`src/rtl/riscv_pkg.sv`:
```
// Shared RISC-V core types: tags, ALU control, and reservation-station bundles.
// Reservation-station types (rs_src_s, rs_disp_s, rs_entry_s) live here for reuse by other stations.
// src_snoop captures a CDB broadcast into a waiting operand.
package riscv_pkg;

    localparam int TAG_WIDTH = 6;
    localparam int XLEN      = 32;

    typedef enum logic [3:0] {
        ALU_ADD  = 4'd0,
        ALU_SUB  = 4'd1,
        ALU_AND  = 4'd2,
        ALU_OR   = 4'd3,
        ALU_XOR  = 4'd4,
        ALU_SLL  = 4'd5,
        ALU_SRL  = 4'd6,
        ALU_SRA  = 4'd7,
        ALU_SLT  = 4'd8,
        ALU_SLTU = 4'd9
    } alu_ctrl_e;

    // Bundle presented to a functional unit
    typedef struct packed {
        logic                 valid;
        alu_ctrl_e            alu_ctrl;
        logic [XLEN-1:0]      operand_a;
        logic [XLEN-1:0]      operand_b;
        logic [TAG_WIDTH-1:0] dest_tag;
    } rs_fu_s;

    // One source operand: either ready with data, or waiting on a producer tag
    typedef struct packed {
        logic                 rdy;
        logic [TAG_WIDTH-1:0] tag;
        logic [XLEN-1:0]      data;
    } rs_src_s;

    typedef struct packed {
        alu_ctrl_e            alu_ctrl;
        logic [TAG_WIDTH-1:0] dest_tag;
        rs_src_s              src_a;
        rs_src_s              src_b;
    } rs_disp_s;

    typedef struct packed {
        logic                 valid;
        alu_ctrl_e            alu_ctrl;
        logic [TAG_WIDTH-1:0] dest_tag;
        rs_src_s              src_a;
        rs_src_s              src_b;
    } rs_entry_s;

    // A waiting operand whose tag matches a valid broadcast becomes ready with the broadcast data
    function automatic rs_src_s src_snoop(input rs_src_s s, input logic cdb_valid,
                                          input logic [TAG_WIDTH-1:0] cdb_tag,
                                          input logic [XLEN-1:0] cdb_data);
        rs_src_s r;
        r = s;
        if (!s.rdy && cdb_valid && (s.tag == cdb_tag)) begin
            r.rdy  = 1'b1;
            r.data = cdb_data;
        end
        return r;
    endfunction

endpackage

```
`src/rtl/lsb_pick.sv`:
```
// Lowest-set-bit picker: one-hot of the lowest requesting bit plus an any-set flag.
// Latency: purely combinational.
// Backpressure: none; the caller decides what to do with the pick.
module lsb_pick #(
    parameter int WIDTH = 4
) (
    input  logic [WIDTH-1:0] req_i,
    output logic [WIDTH-1:0] onehot_o,
    output logic             found_o
);

    // Two's-complement trick isolates the lowest set bit
    assign onehot_o = req_i & (~req_i + WIDTH'(1));
    assign found_o  = |req_i;

endmodule

```
`src/rtl/alu_rs.sv`:
```
// ALU reservation station: holds dispatched ops, wakes operands from the CDB, issues lowest ready entry.
// Latency: ready op dispatched at edge N is on alu_in in cycle N+1; wakeup->issue 1 cycle (0 with ALU_RS_WAKEUP_BYPASS_EN).
// Backpressure: disp_ready drops when all DEPTH entries are occupied; alu_in holds until fu_free.
module alu_rs
    import riscv_pkg::*;
#(
    parameter int DEPTH = 4,
    parameter int ID    = 0,
    localparam int OCC_W = $clog2(DEPTH + 1)
) (
    input  logic                 clk,
    input  logic                 rst_n,
    input  logic                 flush,
    input  logic                 disp_valid,
    output logic                 disp_ready,
    input  rs_disp_s             disp_op,
    input  logic                 cdb_valid,
    input  logic [TAG_WIDTH-1:0] cdb_tag,
    input  logic [XLEN-1:0]      cdb_data,
    output rs_fu_s               alu_in,
    input  logic                 fu_free,
    output logic [OCC_W-1:0]     occupancy
);

    if (DEPTH < 2 || DEPTH > 16 || ID < 0) begin : g_bad_cfg
        $error("alu_rs: DEPTH must be 2..16 and ID non-negative");
    end

    rs_entry_s        ent_q [DEPTH];
    rs_entry_s        ent_d [DEPTH];
    logic [OCC_W-1:0] occ_q, occ_d;

    logic [DEPTH-1:0] valid_vec, ready_vec, free_oh, sel_oh;
    logic             free_found, sel_found;
    logic             disp_fire, issue_fire;

    // An operand counts as available if already captured, or (bypass build) arriving on the CDB now
    function automatic logic src_ok(input rs_src_s s);
`ifdef ALU_RS_WAKEUP_BYPASS_EN
        return s.rdy || (cdb_valid && (s.tag == cdb_tag));
`else
        return s.rdy;
`endif
    endfunction

    // Per-entry occupancy and readiness vectors
    always_comb begin
        for (int i = 0; i < DEPTH; i++) begin
            valid_vec[i] = ent_q[i].valid;
            ready_vec[i] = ent_q[i].valid && src_ok(ent_q[i].src_a) && src_ok(ent_q[i].src_b);
        end
    end

    lsb_pick #(.WIDTH(DEPTH)) u_free_pick (
        .req_i    (~valid_vec),
        .onehot_o (free_oh),
        .found_o  (free_found)
    );

    lsb_pick #(.WIDTH(DEPTH)) u_sel_pick (
        .req_i    (ready_vec),
        .onehot_o (sel_oh),
        .found_o  (sel_found)
    );

    // Occupancy is tracked by counter; slots freed by issue this cycle are not visible to dispatch
    assign disp_ready = (occ_q < OCC_W'(DEPTH));
    assign disp_fire  = disp_valid && disp_ready && free_found;
    assign issue_fire = sel_found && fu_free;
    assign occupancy  = occ_q;

    // Drive the selected entry onto alu_in; all-zero when nothing is ready
    always_comb begin
        alu_in = '0;
        if (sel_found) begin
            alu_in.valid = 1'b1;
            for (int i = 0; i < DEPTH; i++) begin
                if (sel_oh[i]) begin
                    alu_in.alu_ctrl = ent_q[i].alu_ctrl;
                    alu_in.dest_tag = ent_q[i].dest_tag;
`ifdef ALU_RS_WAKEUP_BYPASS_EN
                    alu_in.operand_a = src_snoop(ent_q[i].src_a, cdb_valid, cdb_tag, cdb_data).data;
                    alu_in.operand_b = src_snoop(ent_q[i].src_b, cdb_valid, cdb_tag, cdb_data).data;
`else
                    alu_in.operand_a = ent_q[i].src_a.data;
                    alu_in.operand_b = ent_q[i].src_b.data;
`endif
                end
            end
        end
    end

    // Entry next-state: wakeup, issue retire, dispatch write (with CDB bypass), flush overrides all
    always_comb begin
        for (int i = 0; i < DEPTH; i++) begin
            ent_d[i] = ent_q[i];
            if (ent_q[i].valid) begin
                ent_d[i].src_a = src_snoop(ent_q[i].src_a, cdb_valid, cdb_tag, cdb_data);
                ent_d[i].src_b = src_snoop(ent_q[i].src_b, cdb_valid, cdb_tag, cdb_data);
            end
            if (issue_fire && sel_oh[i]) begin
                ent_d[i].valid = 1'b0;
            end
            if (disp_fire && free_oh[i]) begin
                ent_d[i].valid    = 1'b1;
                ent_d[i].alu_ctrl = disp_op.alu_ctrl;
                ent_d[i].dest_tag = disp_op.dest_tag;
                ent_d[i].src_a    = src_snoop(disp_op.src_a, cdb_valid, cdb_tag, cdb_data);
                ent_d[i].src_b    = src_snoop(disp_op.src_b, cdb_valid, cdb_tag, cdb_data);
            end
            if (flush) begin
                ent_d[i].valid = 1'b0;
            end
        end
    end

    // Occupancy next-state: +dispatch -issue, zero on flush
    always_comb begin
        occ_d = occ_q + OCC_W'(disp_fire) - OCC_W'(issue_fire);
        if (flush) begin
            occ_d = '0;
        end
    end

    // State registers
    always_ff @(posedge clk or negedge rst_n) begin
        if (!rst_n) begin
            occ_q <= '0;
            for (int i = 0; i < DEPTH; i++) begin
                ent_q[i] <= '0;
            end
        end else begin
            occ_q <= occ_d;
            for (int i = 0; i < DEPTH; i++) begin
                ent_q[i] <= ent_d[i];
            end
        end
    end

endmodule

```
`config.mk`:
```
export PLATFORM = sky130hd
export DESIGN_NAME = alu_rs
export DESIGN_NICKNAME = d
export VERILOG_FILES = /design/src/rtl/riscv_pkg.sv /design/src/rtl/lsb_pick.sv /design/src/rtl/alu_rs.sv
export SDC_FILE = /design/constraint.sdc
export NUM_CORES = 1
export LEC_CHECK = 0
export CAP_MARGIN = 20
export CORE_MARGIN = 4
export CORE_UTILIZATION = 40
export DETAILED_ROUTE_END_ITERATION = 16
export PLACE_DENSITY_LB_ADDON = 0.05
export RECOVER_POWER = 25
export SLEW_MARGIN = 20
export SYNTH_ARGS = -nofsm -noshare
export SYNTH_HDL_FRONTEND = slang
export SYNTH_SLANG_ARGS = --single-unit
export TNS_END_PERCENT = 50
```
`constraint.sdc`:
```
create_clock -name clk -period 3.61 [get_ports clk]
set_input_delay 0.5415 -clock clk [delete_from_list [all_inputs] [get_ports clk]]
set_output_delay 0.5415 -clock clk [all_outputs]
set_load 0.02 [all_outputs]
```
* Word-level counts from Yosys, hierarchy flattened *
Index checks and enable logic that the tools add are counted.

word-level totals
  bits in registers = 359
  bits in latches = 0
  RAM bits = 0
  ROM bits = 0
  bits of input ports = 132
  output and inout port bits = 79
  word-level logic and storage cells = 174
  memories = 0

operators by class
  add/sub/neg operators = 4
  multipliers = 0
  divide/modulo/power cells = 0
  $lt $le $gt $ge = 1
  equal/unequal tests = 10
  shift-type cells = 0
  multiplexer cells = 42
  bitwise operators = 5
  reduce and logical (&&, ||, !) cells = 75

operators by type and width
  cell                                                           number
  89-bit 2-to-1 mux                                              4
  32-bit 2-to-1 mux                                              10
  78-bit 2-to-1 mux                                              4
  74-bit 2-to-1 mux                                              4
  75-bit 2-to-1 mux                                              1
  6-bit == test                                                  10
  1-bit logical AND                                              39
  2-bit nonzero test                                             12
  1-bit 2-to-1 mux                                               18
  2-bit AND reduction                                            8
  4-bit NOT                                                      3
  3-bit nonzero test                                             4
  1-bit logical NOT                                              10
  4-bit by 1-bit adder with 4-bit output, second input constant  2
  4-bit AND                                                      2
  4-bit OR reduction                                             2
  3-bit by 1-bit adder with 3-bit output                         1
  3-bit < comparator, second input constant                      1
  3-bit 2-to-1 mux                                               1
  3-bit by 1-bit subtractor with 3-bit output                    1

* Logic depth before layout (Yosys ltp) *
Gate-level depths: netlist (run 1).

  word-level depth = 10
  mapped depth = 14
  gate-level depth less buffers = 11

* Modules after synthesis *
From an unflattened synthesis (run 1), not the netlist that was laid out.

unflattened totals
  cells, all modules = 1906
  area total of the unflattened synthesis = 18392.6 sq um

modules (own cells, without submodules)
  module    times used  cells each  area each (sq um)  seq. area each (sq um)
  alu_rs    1           1896        18317.6            8983.6
  lsb_pick  2           5           37.5               0.0

* Least setup slack after synthesis (run 1) *
No wires, ideal clock.

  kind = reg2out
  from = register ent_q[266] (netlist name)
  to = output port alu_in[15] (netlist name)
  arrival time = 1.976 ns
  data required time = 3.069 ns
  slack = 1.093 ns
  stages on the path, launching flop included = 9
  path buffers = 4
  cell sequence = dfrtp_1 buf_2 and3_1 clkbuf_1 nor2_1 clkbuf_1 buf_2 a221oi_1 o21ai_0

RTL lines
  element                          line           text
  start, declared                  alu_rs.sv:29   rs_entry_s ent_q [DEPTH];
  start signal, assigned by index  alu_rs.sv:135  ent_q[i] <= ent_d[i];
  end, declared                    alu_rs.sv:20   output rs_fu_s alu_in,

==> impl_summary.md, run 1 <==
Critical path
The critical path goes through and3_4 > buf_12 > nor3_4 > buf_4 > bufbuf_16 > nand2_1 > o21ai_0 > clkdlybuf4s50_1. For this design, the slowest cell found on the critical path is clkdlybuf4s50_1. Data on the critical path is required at its endpoint by 3.07 ns.

The startpoint type of the worst setup path is a flop. The data arrival time of the worst path is 3.02 ns. In this run the worst path has a maximum fanout of 77. The type of element capturing the critical path is an output pin. The delay of the slowest cell on the worst path is 0.65 ns. The critical path in this run is classified as reg -> out.

Clock network
The clock-pin slew of the registers on the worst-case setup and hold paths is 0.06 ns. The number of buffers created by CTS is 43. The worst-case clock buffer depth is 3. TritonCTS built the clock tree. The clock drives 359 sinks. The H-tree was split into 2 levels. The cell chosen for the clock root is clkbuf_16. The clock latency reported for the late side of the worst-skew pair is 0.57 ns.

STA
The worst relative slew slack is -0.642. Static timing analysis puts the maximum clock frequency at 0.281 GHz. Setup repair after global routing left no endpoint under its margin.

Setup violations remaining at the end of the flow were counted as 0. After routing, the total negative slack on setup checks comes to 0 ns. The final max-slew violation count is 85. The final number of hold-violating endpoints is 0. The shortest period the worst path allows is 3.56 ns. Dividing the final minimum period by the clock period gives 0.987.

The worst clock skew on the final layout is 0.0164 ns. For the pin with the worst max-slew slack, the measured transition is 2.46 ns.

Run status
The checks that failed: max-capacitance violations, max-slew violations. The run finished, with violations left.

Logic synthesis
For this run, the register share of the synthesized area comes to 0.490. The number of nets produced by synthesis is 1961. For this run, asynchronously set or reset flops after synthesis account for 1.00.

The synthesis-stage register bit count is 359. The share of synthesized area in the top cell type comes to 0.490. The number of library cell types mapped by synthesis is 53. The mean area per synthesized cell is 10.0 sq um.

For this run, the number of Yosys warnings is 0. Summed over all instances, the cell type with the most area after synthesis is dfrtp_1. Counting flops with a built-in enable in the synthesized netlist gives 0. Ranked by total cell area, the synthesized netlist is headed by dfrtp_1 (49%), o221a_2 (12%), nand2_1 (7.2%), or3_1 (5.6%), a221oi_1 (3.5%). In this run the cell area of the synthesized design comes to 0.0183 sq mm. The prevailing post-synth register cell is dfrtp_1. The number of standard cells after synthesis is 1826.

Placement
Routability-driven placement finished with a final weighted congestion of 0.812. During placement, the flow inserted port buffers numbering 210. The placed wire-length estimate after detailed placement is 40000 um.

Global route
met2 is the most crowded layer. The first global-routing pass estimated 105000 um of wire. In the global route stage, met1 resource usage came out at 0.386. Entering global routing, the biggest net connects 88 pins. The initial antenna violation count came to 5. For this run, the total global-route usage over all layers was measured as 0.271.

The met2 usage is 0.421. After global routing the overflow that remains totals 0. The number of global-route vias before repair came to 16200. For met3 alone, demand over resource in global routing was 0.0467.

Die
The die is 222 um tall. The floorplan has 78 rows. The horizontal extent of the die is 222 um. The area of the die is 0.0493 sq mm. The core region is 0.0454 sq mm.

The effective utilization at floorplan is 0.404. The number of top-level design ports is 211.

Pwr
The leakage power total is 9.43 nW. Across the VDD grid, the largest voltage drop is 382 uV. Summing internal, switching and leakage power gives 15.3 mW.

The total power density per cell area is 667 mW/mm^2.

Detailed routing
In the routed design, unresolved DRC markers number 0. The detail-routed via count per cell is 6.17. The vias after detailed routing is 16000. The per-cell routed wire length is 26.5 um. The violation count after the first detailed-route iteration is 1657.

After detailed routing, the total wire length is 68900 um. Before antenna repair, the detailed router went through 5 iterations. The remaining number of nets flagged by the antenna check after routing is 0.

Layout
The share of final-layout standard cells stronger than drive strength 1 is 0.196. The final design utilization is 0.505. The net count of the finished layout is 2102. The area added between synthesis and finish is 25.0%. The number of filler cells placed in the layout is 4128.

Run
Across the run, the number of max-cap violations was 1.

Min path
The class of the worst hold path is reg -> reg.
[synthesized netlist by cell type, drive strengths merged, types with 2 or more instances]
cell / number
or2: 2
o21a: 64
o31ai: 2
nand2: 354
dfrtp: 359
nand4: 6
or3: 163
ha: 2
inv: 3
a221oi: 74
or3b: 3
o32a: 65
and3: 3
xor2: 20
xnor2: 42
o21ai: 80
nand3: 15
nand4b: 3
a21boi: 2
clkbuf: 87
nor2b: 3
o221a: 192
buf: 117
a21oi: 10
nor4: 3
nor2: 92
nor3: 12
nand2b: 34
[logic make-up (layout without fill, tap and decap cells)]
logic type,count (synthesis),after routing,synth area share
flip-flops,359,359,0.490
adder cells (fa/ha/maj),3,3,0.00246
buffers and inverters,207,380,0.0517
AO/OA/AOI/OAI,495,495,0.246
AND/OR/NAND/NOR,700,700,0.180
other,0,3,0
XOR/XNOR,62,62,0.0296
[cells in the final DEF, fill, tap and decap left out, types with 4 or more instances in the layout]
cell type	Yosys	final
clkdlybuf4s50_1	0	190
o221a_2	190	190
a221oi_1	74	74
dlymetal6s2s_1	0	18
clkbuf_8	0	13
or3_1	163	161
xnor2_1	42	42
o21a_1	64	64
nor2_1	92	89
nand4_1	6	6
nor3_4	0	4
a21oi_1	9	5
o32a_1	57	56
clkbuf_16	0	43
nand2_1	354	350
clkinv_2	0	5
nand3_1	15	14
nor3_1	9	7
nand2b_1	33	32
o32a_2	8	9
nand2_2	0	4
xor2_1	20	20
a21oi_4	0	5
clkbuf_1	87	12
buf_4	8	62
dfrtp_1	359	358
o21ai_0	80	77
buf_12	0	27
[state kept, by name (all words and copies together), names as in the netlist]
signal and cells:
occupancy 3, ent_q 356
[cell type report]
class	count	area, sq um	area share
sequential	359	8980	0.392
inverter	3	11.3	0.000491
clock inverter	9	103	0.00448
tap	600	751	0.0328
antenna	3	7.51	0.000328
multi-input combinational	1260	8590	0.375
timing repair buffer	300	3180	0.139
clock buffer	68	1300	0.0567
[worst max-delay path, delay by kind of cell, from the launching register on]
kind	cells	cell delay, ns
buffers and inverters	4	1.43
AND/OR/NAND/NOR	3	0.48
flip-flops	1	0.42
AO/OA/AOI/OAI	1	0.11
[where the power goes]
group	internal (mW)	total (mW)	switching, mW
logic	2.44	4.62	2.18
registers	5.45	6.29	0.842
clock network	2.61	4.38	1.77
total	10.5	15.3	4.80
[metrics by stage]
stage	hold slack [ns]	std cells	cell area [sq um]	setup slack (ns)
floorplan	0.246	1826	18300	1.09
global placement	0.457	2515	21400	0.307
detailed placement	0.462	2515	21400	0.314
CTS	0.0213	2599	22900	0.0183
global route	0.491	2601	22900	0.000863
finish	0.474	2602	22900	0.0461
[path summary, 6_finish.rpt]
path                                           to  cells after the start                    from  slack (ns)
min in group asynchronous  ent_q[320]$_DFFE_PN0P_                      1                   rst_n        0.73
hold / removal             ent_q[347]$_DFFE_PN0P_                      2  ent_q[347]$_DFFE_PN0P_        0.47
max in group asynchronous  ent_q[355]$_DFFE_PN0P_                      2                   rst_n        0.54
hold reg to reg            ent_q[347]$_DFFE_PN0P_                      2  ent_q[347]$_DFFE_PN0P_        0.47
setup reg to reg           occupancy[2]$_DFF_PN0_                     12  ent_q[355]$_DFFE_PN0P_        0.81
setup / recovery                       alu_in[59]                      8  ent_q[216]$_DFFE_PN0P_        0.05
[what timing repair did]
item	4_1_cts	5_1_grt
gates cloned	1	0
gates resized for setup	2	21
hold buffers	0	0
buffers inserted	6	0
pin swaps	2	0
setup endpoints to repair	70	21
[per-layer routing]
metal	vias to the layer above	share of wire
li1	7042	-
met4	4	0.032
met1	8187	0.44
met2	680	0.46
met3	136	0.073
met5	-	0.00044
No activity file was read; power rests on OpenSTA's default activity.
==> inputs of run 2 (changes only) <==
- MAX_ROUTING_LAYER: not set -> met4
- RECOVER_POWER: 25 -> 50
==> run 2 against run 1 <==
  * The run still ends with max-capacitance violations, max-slew violations left
  * Final area fell by 0.14%
  * Clock skew fell by 0.0037 ns
  * Combinational power is essentially flat
  * Clock-buffer cell count unchanged
  * Sequential power about the same
  * Global-route usage increased by 0.80 points
  * Register-to-register slack got worse by 0.49 ns
  * Largest cell class unchanged
  * Highest routed layer is now met4
==> impl_summary.md, run 2 (same netlist as run 1, synthesis figures left out) <==
Run status
The flow ran to the end, but the final reports show violations. The checks that failed: max-capacitance violations, max-slew violations.

Clock network
The clock sink count is 359 (unchanged). The CTS tree is done. The clock latency reported for the late side of the worst-skew pair was 0.57 ns (about the same).

The quantity of hold-fixing buffers added after cts is 0 (unchanged). The number of buffers created by CTS is 43 (unchanged). The clock-pin slew of the registers on the worst-case setup and hold paths is 0.06 ns (about the same). The worst-case clock buffer depth came to 3 (unchanged). The number of levels in the clock H-tree is 2 (unchanged). The cell sitting at the root of the clock tree is a clkbuf_16.

Layout
The net count of the finished layout is 2102 (unchanged). The share of final-layout standard cells stronger than drive strength 1 is 0.194 (-0.00250). The post-route cell area is 0.0229 sq mm (-0.14%).

The number of standard cells in the final layout excluding fillers is 2604 (+0.077%). The library cells used most frequently in the layout, excluding fill and tap cells, are dfrtp_1 (358), nand2_1 (350), o221a_2 (190), clkdlybuf4s50_1 (190), or3_1 (161). The register name with the most flops is ent_q. The most frequent standard cell in the layout excluding fill and tap cells is dfrtp_1.

The area added between synthesis and finish is 24.9%. The number of flip-flops in the largest register is 356 (unchanged).

Global route
The first-pass GRT wire length was 105000 um (about the same). The global-route met3 utilization is 0.0450 (-0.00172). The layer with the highest usage after global routing is met2. The number of global-route vias before repair is 16200 (+0.056%). The met2 usage is 0.421 (about the same). The global-route congestion overflow total is 0 (unchanged). The total routing resource utilization after global routing is 0.279 (+0.00800). The initial antenna violation count is 5 (unchanged). The largest net degree at the start of global routing is 88 (unchanged). The global-route met1 utilization is 0.387 (+0.00128).

Min path
The class of the worst hold path is reg -> reg.

Critical path
The delay of the slowest cell on the worst path came to 0.71 ns (+0.06 ns). By startpoint and endpoint, the worst setup path is classified as reg -> out. The critical-path cell with the highest stage delay is clkdlybuf4s50_1. The required time of the critical path is 3.07 ns (about the same). The critical path buffer and inverter count was 3 (-1).

The maximum net fanout on the critical path is 11 (-86%). The kind of cell with the highest combined delay along the critical path is buffers and inverters. The type of element capturing the critical path is an output pin.

The data arrival time of the worst path was 3.04 ns (+0.02 ns). Walking the worst path, the cells encountered are nand3_1 > nor2_4 > buf_12 > buf_4 > a221oi_1 > o21ai_0 > clkdlybuf4s50_1. The worst setup path is launched from a flop.

Detailed routing
The overall routed net length is 68700 um (-0.26%). The detail-routed via count per cell is 6.18 (+0.22%). The vias after detailed routing was 16100 (+0.29%). The per-cell routed wire length is 26.4 um (-0.34%).

The count of TritonRoute iterations in the first routing pass is 5 (unchanged). The violation count after the first detailed-route iteration is 1575 (-4.9%). The DRC violations left is 0 (unchanged).

The remaining number of nets flagged by the antenna check after routing came to 0 (unchanged).

Pwr
The total power density per cell area came to 667 mW/mm^2 (about the same). The combinational group share of total power is 0.302 (about the same). The sequential group share of total power is 0.412 (about the same). The leakage power total is 9.41 nW (-0.19%). The net switching power came to 4.78 mW (-0.28%). The power share of the clock group came to 0.286 (about the same). The largest voltage drop on the vdd net is 382 uV (about the same). The fraction of power spent switching nets is 0.313 (-0.000352).

The overall power is 15.3 mW (-0.17%). The cell-internal power came to 10.5 mW (-0.12%).

Die
The number of top-level design ports is 211 (unchanged). The number of placement rows is 78 (unchanged). The area of the die is 0.0493 sq mm (unchanged). The core footprint is 0.0454 sq mm (unchanged).

The floorplan die height came to 222 um (unchanged). The horizontal extent of the die is 222 um (unchanged). The effective utilization at floorplan is 0.404 (unchanged).

STA
The slew of the pin with the lowest slew margin is 2.42 ns (-0.0445 ns). The final-report setup violation count is 0 (unchanged). The maximum clock frequency is 0.279 GHz (-0.59%). The sum of negative setup slack is 0 ns (unchanged). The portion of the clock cycle consumed by the worst path in the final layout came to 0.993 (+0.00586). The worst relative slew slack is -0.612 (+0.0296).

Setup repair after global routing left no endpoint under its margin. The shortest period the worst path allows was 3.59 ns (+0.0212 ns). The final max-slew violation count was 175 (+110%).

The worst slack on hold paths is 0.472 ns (-0.00154 ns). The final number of hold-violating endpoints came to 0 (unchanged). The worst clock skew on the final layout is 0.0127 ns (-0.00374 ns).

Placement
The number of placed cells counting well taps is 2515 (unchanged). The port buffer count was 210 (unchanged). The placed wire-length estimate after detailed placement was 40000 um (unchanged). The placer's final routability congestion estimate was 0.826 (+1.7%). The placed instance area is 0.0214 sq mm (unchanged).

Run
The max-cap violation count came to 3 (+2).
[run 2: cell types whose count changed in the layout (fill, tap and decap cells not counted), moves of 2 or more]
cell and change:
clkbuf_2 +2, buf_4 -4, clkbuf_1 +2, diode_2 +2
[run 2: path summary, 6_finish.rpt]
path / slack (ns) / depth (start not counted) / startpoint / to
max: 0.02 / 7 / ent_q[127]$_DFFE_PN0P_ / alu_in[25]
min: 0.47 / 2 / ent_q[265]$_DFFE_PN0P_ / ent_q[265]$_DFFE_PN0P_
max reg2reg: 0.32 / 5 / occupancy[2]$_DFF_PN0_ / ent_q[225]$_DFFE_PN0P_
min reg2reg: 0.47 / 2 / ent_q[265]$_DFFE_PN0P_ / ent_q[265]$_DFFE_PN0P_
max in group asynchronous: 0.59 / 2 / rst_n / ent_q[355]$_DFFE_PN0P_
min in group asynchronous: 0.71 / 1 / rst_n / ent_q[320]$_DFFE_PN0P_
[run 2: layout make-up]
type	instances	area, sq um
antenna	5	12.5
clock buffer	68	1300
clock inverter	9	103
fill	4135	22500
inverter	3	11.3
multi-input combinational	1260	8570
sequential	359	8980
tap	600	751
timing repair buffer	300	3150
[run 2: per-stage QoR]
stage                      util  worst slack (ns)
final                     0.504            0.0249
after global routing      0.504          0.000872
after CTS                 0.504            0.0183
after detailed placement  0.471             0.314
after global placement    0.471             0.307
after floorplan               -              1.09
[run 2: worst reg2reg max path, stage by stage, from the launching register on]
cell	delay, ns
dfrtp_1	0.39
nand2b_1	0.51
or3b_2	1.41
nand2_2	0.23
buf_4	0.33
o221a_2	0.31
[run 2: per-layer routing]
metal | share of wire | routed length [um]
met2 | 0.46 | 31600
met1 | 0.44 | 30100
met4 | 0.032 | 2190
met5 | 0 | 0
met3 | 0.070 | 4840
[run 2: repair_timing]
action                                  4_1_cts  5_1_grt
pin swaps                                     2        0
endpoints found under the setup margin       70       21
setup buffers                                 6        0
cloned                                        1        0
resized for setup                             2       21
[run 2: power groups by stage]
stage | Sequential (mW) | Clock [mW] | Combinational (mW)
after floorplan | 6.10 | 0 | 3.16
after global placement | 6.30 | 0 | 4.54
after detailed placement | 6.31 | 0 | 4.64
after CTS | 6.28 | 4.47 | 4.65
after global routing | 6.45 | 4.62 | 5.00
final | 6.29 | 4.37 | 4.61
==> inputs of run 3 (changes only) <==
- CORE_UTILIZATION: 40 -> 60
- DONT_BUFFER_PORTS: not set -> 1
==> run 3 against run 2 <==
  * The flow finishes with violations (negative hold slack, max-capacitance violations, max-slew violations)
  * Worst hold slack worse by 0.77 ns
  * Global-route usage up 8.1 points
  * Combinational power down 17%
  * Maximum frequency up 4.1%
  * Clock power down 4%
  * Register-to-register slack worse by 0.04 ns
  * Clock skew up 0.0021 ns
  * Flip-flop and latch count unchanged
  * Clock-buffer cell count down 1
  * Critical endpoint is now alu_in[35]
  * Largest cell class unchanged
  * Largest power group unchanged
==> impl_summary.md, run 3 (same netlist as run 1, synthesis figures left out) <==
Clock network
The clock-pin slew of the registers on the worst-case setup and hold paths was 0.06 ns (about the same). The number of levels in the clock H-tree is 2 (unchanged). The clock latency reported for the late side of the worst-skew pair is 0.54 ns (-0.03 ns). The post-CTS setup buffer count was 0 (-6). The number of buffers created by CTS is 41 (-4.7%). The worst-case clock buffer depth was 3 (unchanged). The clock sink count is 359 (unchanged). TritonCTS built the clock tree. The cell chosen for the clock root is clkbuf_16.

STA
The shortest period the worst path allows was 3.44 ns (-0.141 ns). The final-report setup violation count is 0 (unchanged). The final max-slew violation count came to 37 (-79%). The maximum clock frequency is 0.290 GHz (+4.1%). The worst clock skew on the final layout is 0.0148 ns (+0.00214 ns). Setup repair after global routing left no endpoint under its margin. The worst slack on hold paths came to -0.293 ns (-0.765 ns). The sum of negative setup slack is 0 ns (unchanged). The portion of the clock cycle consumed by the worst path in the final layout came to 0.954 (-0.0391).

The final number of hold-violating endpoints is 359 (+359). The worst relative slew slack is -0.0803 (+0.532). The slew of the pin with the lowest slew margin is 1.62 ns (-0.798 ns).

Placement
The placed wire-length estimate after detailed placement was 34500 um (-14%). The port buffer count was 0 (-100%). The placer's final routability congestion estimate came to 0.857 (+3.8%).

Die
The core footprint is 0.0299 sq mm (-34%). The floorplan die height is 183 um (-18%). The effective utilization at floorplan is 0.614 (+0.210). The area of the die is 0.0334 sq mm (-32%).

The number of top-level design ports is 211 (unchanged). The number of placement rows is 63 (-19%). The horizontal extent of the die was 183 um (-18%).

Critical path
The beginning of the worst register-to-register path is occupancy[2]$_DFF_PN0_. The worst setup path is captured at an output pin. The register-to-register path setup slack is 0.28 ns (-0.04 ns). The required time of the critical path is 3.07 ns (about the same). The path depth of the worst reg2reg path is 5 (unchanged). The delay of the slowest cell on the worst path is 0.75 ns (+0.04 ns). The kind of cell with the highest combined delay along the critical path is compound AO/OA/AOI/OAI gates.

The startpoint type of the worst setup path is a flop. The number of gates on the worst path with buffers counted came to 4 (-3). The critical path buffer and inverter count is 1 (-2). The slowest stage of the critical path is the o21ai_0 cell. The maximum net fanout on the critical path is 43 (+32). The signal on the critical path passes through and3_4 > buf_12 > a221oi_1 > o21ai_0. The data arrival time of the worst path was 2.90 ns (-0.14 ns). The critical path class is reg -> out. The start point of the critical path is ent_q[355]$_DFFE_PN0P_.

Pwr
The power share of the clock group is 0.291 (+0.005). The cell-internal power is 9.97 mW (-4.9%). The net switching power came to 4.40 mW (-8.1%). The leakage power total is 8.10 nW (-14%). The combinational group share of total power is 0.267 (-0.035). The fraction of power spent switching nets is 0.306 (-0.00732). The total power density per cell area is 719 mW/mm^2 (+7.9%). The sequential group share of total power was 0.442 (+0.030). The largest voltage drop on the vdd net is 465 uV (+22%).

Layout
The net count of the finished layout is 1869 (-11%). The share of final-layout standard cells stronger than drive strength 1 is 0.197 (+0.00368). The library cell used most frequently in the layout, excluding fill and tap cells, is dfrtp_1.

Compared with the post-synthesis result, the final layout area differs by 8.95%. The top cell types in the final layout, fill and taps aside, are dfrtp_1 (359), nand2_1 (354), o221a_2 (190). The final design utilization is 0.669 (+0.164). The register name with the most flops is ent_q. The antenna diode count is 0 (-5). The number of filler cells placed in the layout is 2363 (-43%). The number of flip-flops in the largest register is 356 (unchanged).

Run status
The final reports fail on negative hold slack, max-capacitance violations, max-slew violations. The flow ran to the end, but the final reports show violations.

Global route
The global-route congestion overflow total is 0 (unchanged). The number of global-route vias before repair is 15600 (-3.6%). The first-pass GRT wire length is 92600 um (-12%). The largest net degree at the start of global routing was 360 (+310%).

The total routing resource utilization after global routing was 0.360 (+0.0810). The initial antenna violation count was 0 (-5).

Detailed routing
The remaining number of nets flagged by the antenna check after routing is 0 (unchanged). The overall routed net length is 59600 um (-13%). The per-cell routed wire length came to 27.7 um (+4.8%).

The count of TritonRoute iterations in the first routing pass came to 5 (unchanged). The vias after detailed routing is 15400 (-4.2%). The detail-routed via count per cell came to 7.16 (+16%). The DRC violations left came to 0 (unchanged). The violation count after the first detailed-route iteration is 1621 (+2.9%).

Run
The max-cap violation count came to 1 (-2).

Min path
The min-delay analysis places its worst path in the category in -> async.
[run 3: cell types whose count changed in the layout (fill, tap and decap cells not counted), moves of 3 or more]
cell | previous run | this run
buf_12 | 26 | 6
clkdlybuf4s50_1 | 190 | 0
diode_2 | 5 | 0
dlymetal6s2s_1 | 18 | 0
nand2_1 | 350 | 354
nand2_2 | 4 | 0
nor3_4 | 4 | 1
[run 3: cell type report]
cell class,count,area (sq um),area share
clock inverters,6,62.6,0.00313
flip-flops and latches,359,8980,0.450
repair buffers,69,621,0.0311
inverters,3,11.3,0.000564
well taps,390,488,0.0244
clock buffers,67,1290,0.0644
multi-input cells,1260,8520,0.427
[run 3: worst paths after layout]
path | to
worst max-delay path | alu_in[35]
min in group clk | ent_q[177]$_DFFE_PN0P_
worst min-delay path | ent_q[55]$_DFFE_PN0P_
worst min register to register | ent_q[354]$_DFFE_PN0P_
worst max register to register | ent_q[129]$_DFFE_PN0P_
max in group asynchronous | ent_q[253]$_DFFE_PN0P_
[run 3: timing repair]
action	in CTS	in global routing
resized for setup	0	1
setup endpoints to repair	0	1
hold endpoints to repair	359	359
[run 3: power by group through the flow]
stage                     Combinational [mW]  Sequential [mW]  Clock [mW]
after floorplan                         3.16             6.10           0
after global placement                  3.66             6.35           0
after detailed placement                3.83             6.37           0
after CTS                               3.84             6.32        4.21
after global routing                    4.18             6.50        4.39
final                                   3.84             6.35        4.19
[run 3: layer usage]
layer	routed length, um	vias up	track usage
li1	-	6572	-
met1	24100	7811	0.485
met2	27600	862	0.546
met3	5580	175	0.0724
met4	2290	0	0.137
met5	0	-	-
[run 3: stage by stage]
step	instance area (sq um)	setup slack, ns	cells	total power [mW]	hold slack, ns
6_report	20000	0.166	2154	14.4	-0.293
5_1_grt	20000	0.0864	2154	15.1	-0.308
3_5_place_dp	18700	0.639	2080	10.2	0.256
4_1_cts	20000	0.0637	2153	14.4	-0.304
2_1_floorplan	18300	1.09	1826	9.26	0.246
3_3_place_gp	18600	0.698	2079	10.0	0.259
